===== src/rtl/hazard_fwd_scoreboard.sv =====
// ID-stage hazard and forwarding unit with a single-entry MUL/DIV scoreboard.
// Optional stall-cycle counter is built when HAZ_PERF_CNT_EN is defined.
module hazard_fwd_scoreboard #(
    parameter int NUM_SRC    = 2,
    parameter int RA_W       = 5,
    parameter int MD_LATENCY = 4
) (
    input  logic                      clk,
    input  logic                      rst_n,
    input  logic [NUM_SRC*RA_W-1:0]   id_src_addr,
    input  logic [NUM_SRC-1:0]        id_src_used,
    input  logic                      id_is_branch,
    input  logic [RA_W-1:0]           id_dest,
    input  logic                      id_regwrite,
    input  logic                      id_md_issue,
    input  logic [RA_W-1:0]           ex_dest,
    input  logic                      ex_regwrite,
    input  logic                      ex_memread,
    input  logic [RA_W-1:0]           mem_dest,
    input  logic                      mem_regwrite,
    input  logic                      mem_memread,
    input  logic [RA_W-1:0]           wb_dest,
    input  logic                      wb_regwrite,
    output logic [2*NUM_SRC-1:0]      fwd_sel,
    output logic                      pc_write,
    output logic                      ifid_write,
    output logic                      ex_flush,
    output logic                      md_busy,
    output logic                      md_done,
    output logic [RA_W-1:0]           md_dest_o,
    output logic [31:0]               perf_stall_cycles
);

    typedef enum logic {
        MD_IDLE = 1'b0,
        MD_BUSY = 1'b1
    } md_state_t;

    localparam logic [3:0] MD_RELOAD = 4'(MD_LATENCY - 1);

    md_state_t            md_state;
    logic [3:0]           md_cnt;
    logic [RA_W-1:0]      md_dest_q;
    logic                 md_pending;
    logic                 md_waw;
    logic                 md_struct;
    logic                 md_accept;
    logic                 stall;
    logic                 hold;
    logic [NUM_SRC-1:0]   src_stall;
    logic [2*NUM_SRC-1:0] sel_raw;

    assign md_busy    = (md_state == MD_BUSY);
    assign md_done    = md_busy && (md_cnt == 4'd0);
    assign md_pending = md_busy && !md_done;
    assign md_dest_o  = md_dest_q;

    for (genvar i = 0; i < NUM_SRC; i++) begin : g_src
        logic [RA_W-1:0] addr;
        logic            used;
        logic            m_ex;
        logic            m_mem;
        logic            m_wb;
        logic            md_raw;
        logic            md_hit;

        assign addr   = id_src_addr[i*RA_W +: RA_W];
        assign used   = id_src_used[i];
        assign m_ex   = used && (addr == ex_dest)  && (ex_dest  != '0) && ex_regwrite;
        assign m_mem  = used && (addr == mem_dest) && (mem_dest != '0) && mem_regwrite;
        assign m_wb   = used && (addr == wb_dest)  && (wb_dest  != '0) && wb_regwrite;
        assign md_raw = used && md_pending && (addr == md_dest_q);
        assign md_hit = used && md_done && (addr == md_dest_q) && (md_dest_q != '0);

        // A load in MEM cannot be forwarded from the MEM latch; it falls through to WB/RF.
        assign src_stall[i] = (m_ex && ex_memread)
                            || (id_is_branch && m_ex)
                            || (id_is_branch && m_mem && mem_memread)
                            || md_raw;

        assign sel_raw[2*i +: 2] = md_hit                 ? 2'b11 :
                                   (m_mem && !mem_memread) ? 2'b10 :
                                   m_wb                    ? 2'b01 : 2'b00;
    end

    assign md_waw    = id_regwrite && (id_dest != '0) && md_pending && (id_dest == md_dest_q);
    assign md_struct = id_md_issue && md_pending;
    assign stall     = (|src_stall) || md_waw || md_struct;

    assign hold       = stall || !rst_n;
    assign pc_write   = !hold;
    assign ifid_write = !hold;
    assign ex_flush   = hold;
    assign fwd_sel    = hold ? '0 : sel_raw;

    // MD issue handshake: id_md_issue is valid, !stall is ready; the op is taken
    // on the clock edge where both hold. A zero destination is taken but not tracked.
    assign md_accept = id_md_issue && !stall && (id_dest != '0);

    always_ff @(posedge clk or negedge rst_n) begin
        if (!rst_n) begin
            md_state  <= MD_IDLE;
            md_cnt    <= 4'd0;
            md_dest_q <= '0;
        end else begin
            case (md_state)
                MD_IDLE: begin
                    if (md_accept) begin
                        md_state  <= MD_BUSY;
                        md_cnt    <= MD_RELOAD;
                        md_dest_q <= id_dest;
                    end
                end
                MD_BUSY: begin
                    if (md_cnt != 4'd0) begin
                        md_cnt <= md_cnt - 4'd1;
                    end else if (md_accept) begin
                        md_cnt    <= MD_RELOAD;
                        md_dest_q <= id_dest;
                    end else begin
                        md_state  <= MD_IDLE;
                        md_dest_q <= '0;
                    end
                end
                default: begin
                    md_state <= MD_IDLE;
                end
            endcase
        end
    end

`ifdef HAZ_PERF_CNT_EN
    logic [31:0] perf_q;

    always_ff @(posedge clk or negedge rst_n) begin
        if (!rst_n) begin
            perf_q <= 32'd0;
        end else if (stall && (perf_q != 32'hFFFF_FFFF)) begin
            perf_q <= perf_q + 32'd1;
        end
    end

    assign perf_stall_cycles = perf_q;
`else
    assign perf_stall_cycles = 32'd0;
`endif

endmodule

===== config.mk =====
export PLATFORM = sky130hd
export DESIGN_NAME = hazard_fwd_scoreboard
export DESIGN_NICKNAME = d
export VERILOG_FILES = /design/src/rtl/hazard_fwd_scoreboard.sv
export SDC_FILE = /design/constraint.sdc
export NUM_CORES = 1
export LEC_CHECK = 0
export CAP_MARGIN = 40
export CORE_UTILIZATION = 41
export DETAILED_ROUTE_END_ITERATION = 16
export PLACE_DENSITY = 0.95
export SYNTH_ARGS = -nofsm -noshare
export SYNTH_HDL_FRONTEND = slang
export SYNTH_SLANG_ARGS = --single-unit

===== constraint.sdc =====
create_clock -name clk -period 8.2 [get_ports clk]
set_input_delay 2.46 -clock clk [delete_from_list [all_inputs] [get_ports clk]]
set_output_delay 2.46 -clock clk [all_outputs]
set_load 0.02 [all_outputs]

# ---- After elaboration in Yosys (flattened, before gate mapping)
# Index checks and enable logic that the tools add are counted.
dict set report classes {
  n_addsub 1
  mul 0
  div_mod_pow 0
  magnitude_cmp 0
  n_eq_ne 11
  shifts 0
  n_mux 17
  n_bitwise 1
  n_reduce_logical 69
}
# cell n
set ops {}
lappend ops {{$logic_and A1 B1 Y1} 46}
lappend ops {{$eq A5 B5 Y1} 9}
lappend ops {{$reduce_bool A5 Y1} 5}
lappend ops {{$mux W5} 3}
lappend ops {{$mux W4} 3}
lappend ops {{$pmux W5 S2} 1}
lappend ops {{$logic_or A1 B1 Y1} 9}
lappend ops {{$mux W2} 4}
lappend ops {{$pmux W4 S2} 1}
lappend ops {{$logic_not A1 Y1} 5}
lappend ops {{$logic_not A4 Y1} 1}
lappend ops {{$mux W1} 4}
lappend ops {{$ne A2 B2 Y1 const B} 2}
lappend ops {{$reduce_bool A4 Y1} 1}
lappend ops {{$sub A4 B1 Y4 const B} 1}
lappend ops {{$pmux W1 S2} 1}
lappend ops {{$reduce_and A2 Y1} 1}
lappend ops {{$reduce_or A2 Y1} 1}
lappend ops {{$not A1 Y1} 1}
dict set report word_totals {
  reg_bits 10
  latchBits 0
  ram_bits 0
  mem_bits_ro 0
  in_bits 42
  output_inout_bits 46
  wordCells 102
  memories 0
}

# ---- Logic depth before layout (Yosys ltp)
dict set report logic_depth {
  ltp_word 17
  ltp_mapped 10
  depth_no_buf 9
}

# ---- Worst setup path before layout
# No wires, ideal clock.
dict set report synth_timing {
  path_kind {input-to-output}
  from {input port id_dest[2]}
  to {output port fwd_sel[0]}
  arrival_time_ns 4.162
  required_ns 5.740
  setup_slack_ns 1.578
  cell_stages 7
  n_path_buf 0
  path_cell_list {or4_4 -> nor2_1 -> nor4_1 -> o41ai_2 -> o311a_1 -> nand2_2 -> a21oi_1}
}
dict set report synth_via {
  elab_chain_cells 8
  elab_cells_between_ends 9
  cone_classes {eq/ne: 1; mux: 1; reduce/logical: 7}
}
# item line_no
set synth_lines {}
lappend synth_lines {{start, declared} 13} ;# input logic [RA_W-1:0] id_dest,
lappend synth_lines {{$reduce_bool A5 Y1} 86} ;# assign md_waw = id_regwrite && (id_dest != '0) && md_pending && (id_dest == md_dest_q);
lappend synth_lines {{$logic_and A1 B1 Y1 (2 in a row)} 86}
lappend synth_lines {{$logic_and A1 B1 Y1 *} 86}
lappend synth_lines {{$logic_or A1 B1 Y1 * (2 in a row)} 88} ;# assign stall = (|src_stall) || md_waw || md_struct;
lappend synth_lines {{$logic_or A1 B1 Y1 *} 90} ;# assign hold = stall || !rst_n;
lappend synth_lines {{net ex_flush} 27} ;# output logic ex_flush,
lappend synth_lines {{$mux W4 *} 94} ;# assign fwd_sel = hold ? '0 : sel_raw;
lappend synth_lines {{end, declared} 24} ;# output logic [2*NUM_SRC-1:0] fwd_sel,
# The timed path passes the listed nets; every way through them passes the cells marked *.

# ---- Worst setup path after layout
dict set report layout_timing {
  from {input port id_dest[2]}
  to {output port fwd_sel[1]}
}
dict set report layout_via {
  elab_chain_cells 8
  elab_cells_between_ends 9
  cone_classes {eq/ne: 1; mux: 1; reduce/logical: 7}
}
# item line_no
set layout_lines {}
lappend layout_lines {{$reduce_bool A5 Y1} 86}
lappend layout_lines {{$logic_and A1 B1 Y1 (2 in a row)} 86}
lappend layout_lines {{$logic_and A1 B1 Y1 *} 86}
lappend layout_lines {{$logic_or A1 B1 Y1 * (2 in a row)} 88}
lappend layout_lines {{$logic_or A1 B1 Y1 *} 90}
lappend layout_lines {{$mux W4 *} 94}
# Mark *: on every way between the ends. The rest lies on a longest branch, timed or not.

==> results.ini <==
[flow_run]
drv_cap=0

[setup_path]
endpoint=fwd_sel[1]
cp-start-kind=primary input
cp-end-kind=output port
startpoint=id_dest[2]
critPathMaxFanout=6
reg2reg_from=md_cnt[0]
max_stage_delay_ps=620
crit_type=in -> out
r2r_setup_slack_ps=6100
worst_ep_required_time_ps=5740
critPathMostFrequentCell=clkdlybuf4s50_1
ff2ff_path_depth=9
r2r_end=md_cnt[3]
path_cells=clkdlybuf4s50_1 > or4_4 > nor2_1 > nor4_1 > o41ai_2 > o311a_1 > nand2_2 > a21oi_1 > clkdlybuf4s50_1
cp_slowest_cell=clkdlybuf4s50_1
cp_data_arrival_time_ps=5140

[layout]
num-fill-cells=310
syn2layout_area_growth_pct=34.1
layout_common_cells=clkdlybuf4s50_1 (55), conb_1 (32), xnor2_1 (23)
nets=269
design_area_um2=1920
final_common_cell=clkdlybuf4s50_1
final_cell_count_no_fill=271
diodes=0
final_layout_size_suffix_gt1_share_pct=4.89
final_util_pct=57.4

[clock_network]
numCtsBuffers=3
post_cts_resized=0
clkTransAtPathRegs_ps=70
tritoncts=yes
cts_buffer_depth=2
cts_root_buffer=clkbuf_4
clock_latency_ps=270
cts_setup_buffers=0
htree_num_levels=1
cts_num_sinks=10
cts_hold_buf=0

[drt]
totalWireLength_mm=3.90
drt_pass1_iterations=4
via_per_inst=5.07
vias=1375
postRouteAntennaNets=0
wl_per_cell_um=14.4
drt_iter0_drc=72
drc=0

[power_and_ir_drop]
p_leak_nw=0.776
ir_worst_vdd_uv=188
p_per_area_nw_per_um2=207

[place]
hpwlAfterDp_mm=3.10
dp.cells=267
numPortBuffers=55
finalWeightedCongestion=0.852
dpl_cell_area_um2=1880

[synthesis]
ys_ff_latch=10
ys_warn_count=0
syn_area_um2=1430
synth_seq_area_share_pct=17.5
syn_inst=175
syn_area_per_cell_um2=8.16
synth.distinct_cells=36

[global_route]
grt_pass1_wl_mm=5.87
overflow=0
track_usage_pct=21.2
grt_pass1_vias=1257
grt_max_degree=12
grt_antenna_before_repair=0

[sta]
setup_viol=0
finalHoldViolCount=0
slew_violations=0
whs_ps=567
tightest_slew_ps=534
rsz0062_at_grt=false
max_freq_ghz=0.132
relSlewSlack_pct=64.3
finalCritPeriodShare_pct=92.7
clock_skew_ps=0.694
fin_crit_ps=7600
fin_tns_setup_ps=0

[floorplan]
row_count=21
pin_count=88
die_w_um=61.0
die_h_um=61.0
die_area_um2=3730
start_util_pct=42.8
core_area_um2=3340

[min_path]
hp-class=reg -> reg

[run_status]
status=finished clean

[cell type report]
| cell class | instances | area (um2) | share of cell area, % |
|---|---|---|---|
| clock buffer | 4 | 36.3 | 1.89 |
| inverter | 6 | 22.5 | 1.18 |
| multi-input combinational | 150 | 998 | 52.1 |
| sequential | 10 | 250 | 13.1 |
| tap | 46 | 57.6 | 3.00 |
| timing repair buffer | 55 | 551 | 28.7 |
[synthesized netlist by cell type, drive strengths merged]
library cell / n / area (um2)
nor4: 6 / 37.5
or4: 4 / 33.8
a21oi: 6 / 30.0
a22oi: 1 / 7.51
clkbuf: 7 / 26.3
inv: 6 / 22.5
and2: 1 / 6.26
o31ai: 1 / 7.51
or3: 2 / 12.5
and3: 3 / 18.8
nand3: 2 / 10.0
dfrtp: 10 / 250
a31o: 1 / 8.76
nor2b: 1 / 6.26
o221ai: 1 / 8.76
nand2: 7 / 28.8
xnor2: 23 / 201
o21ai: 3 / 26.3
o311a: 2 / 31.3
conb: 1 / 3.75
ha: 1 / 12.5
nor3: 3 / 15.0
buf: 33 / 248
xor2: 22 / 193
a311o: 1 / 10.0
a32o: 5 / 50.1
a21o: 1 / 8.76
nor2: 11 / 41.3
o41ai: 1 / 16.3
nand4: 7 / 43.8
nand2b: 2 / 12.5
[worst min-delay path by stage]
stage                    from        end  slack, ps  cells past startpoint
global route        md_cnt[2]  md_cnt[2]        570                      1
detailed placement  md_cnt[2]  md_cnt[2]        540                      1
global placement    md_cnt[2]  md_cnt[2]        540                      1
finish              md_cnt[2]  md_cnt[2]        570                      1
CTS                 md_cnt[2]  md_cnt[2]        560                      1
floorplan           md_cnt[2]  md_cnt[2]        510                      1
[through the flow]
stage | power [W] | setup slack, ps
2_1_floorplan | 0.000271 | 1580
3_3_place_gp | 0.000337 | 714
3_5_place_dp | 0.000345 | 625
4_1_cts | 0.000396 | 623
5_1_grt | 0.000425 | 475
6_report | 0.000397 | 596
[cells by family (layout without fill, tap and decap cells)]
kind of cell | count (synthesis) | after routing | share of synthesized area, %
flip-flops | 10 | 10 | 17.5
other | 1 | 32 | 0.262
XOR/XNOR | 45 | 45 | 27.6
AND/OR/NAND/NOR | 49 | 49 | 18.7
buffers and inverters | 46 | 65 | 20.8
AO/OA/AOI/OAI | 23 | 23 | 14.4
adder cells (fa/ha/maj) | 1 | 1 | 0.876
[power by group]
group / total [W] / switching, W / leakage [nW] / internal, W
sequential: 0.000106 / 0.0000354 / 0.123 / 0.0000710
combinational: 0.000245 / 0.000127 / 0.633 / 0.000118
clock: 0.0000461 / 0.0000191 / 0.0210 / 0.0000270
[worst max-delay path, delay by kind of cell]
family,cells,cell delay (ps)
buf+inv,2,1080
compound gates,3,700
simple gates,4,890
[state kept, by name, indices dropped and copies added (netlist names)]
register / cells
md_cnt: 4
md_busy: 1
md_dest_o: 5
[layer usage]
layer,vias up,wire length [um],GRT usage [%]
met5,-,0,0
met4,0,36,8.12
met3,4,188,1.05
met2,60,2000,35.6
met1,662,1670,28.9
li1,649,-,-
Power figures use the tool's default switching activity.
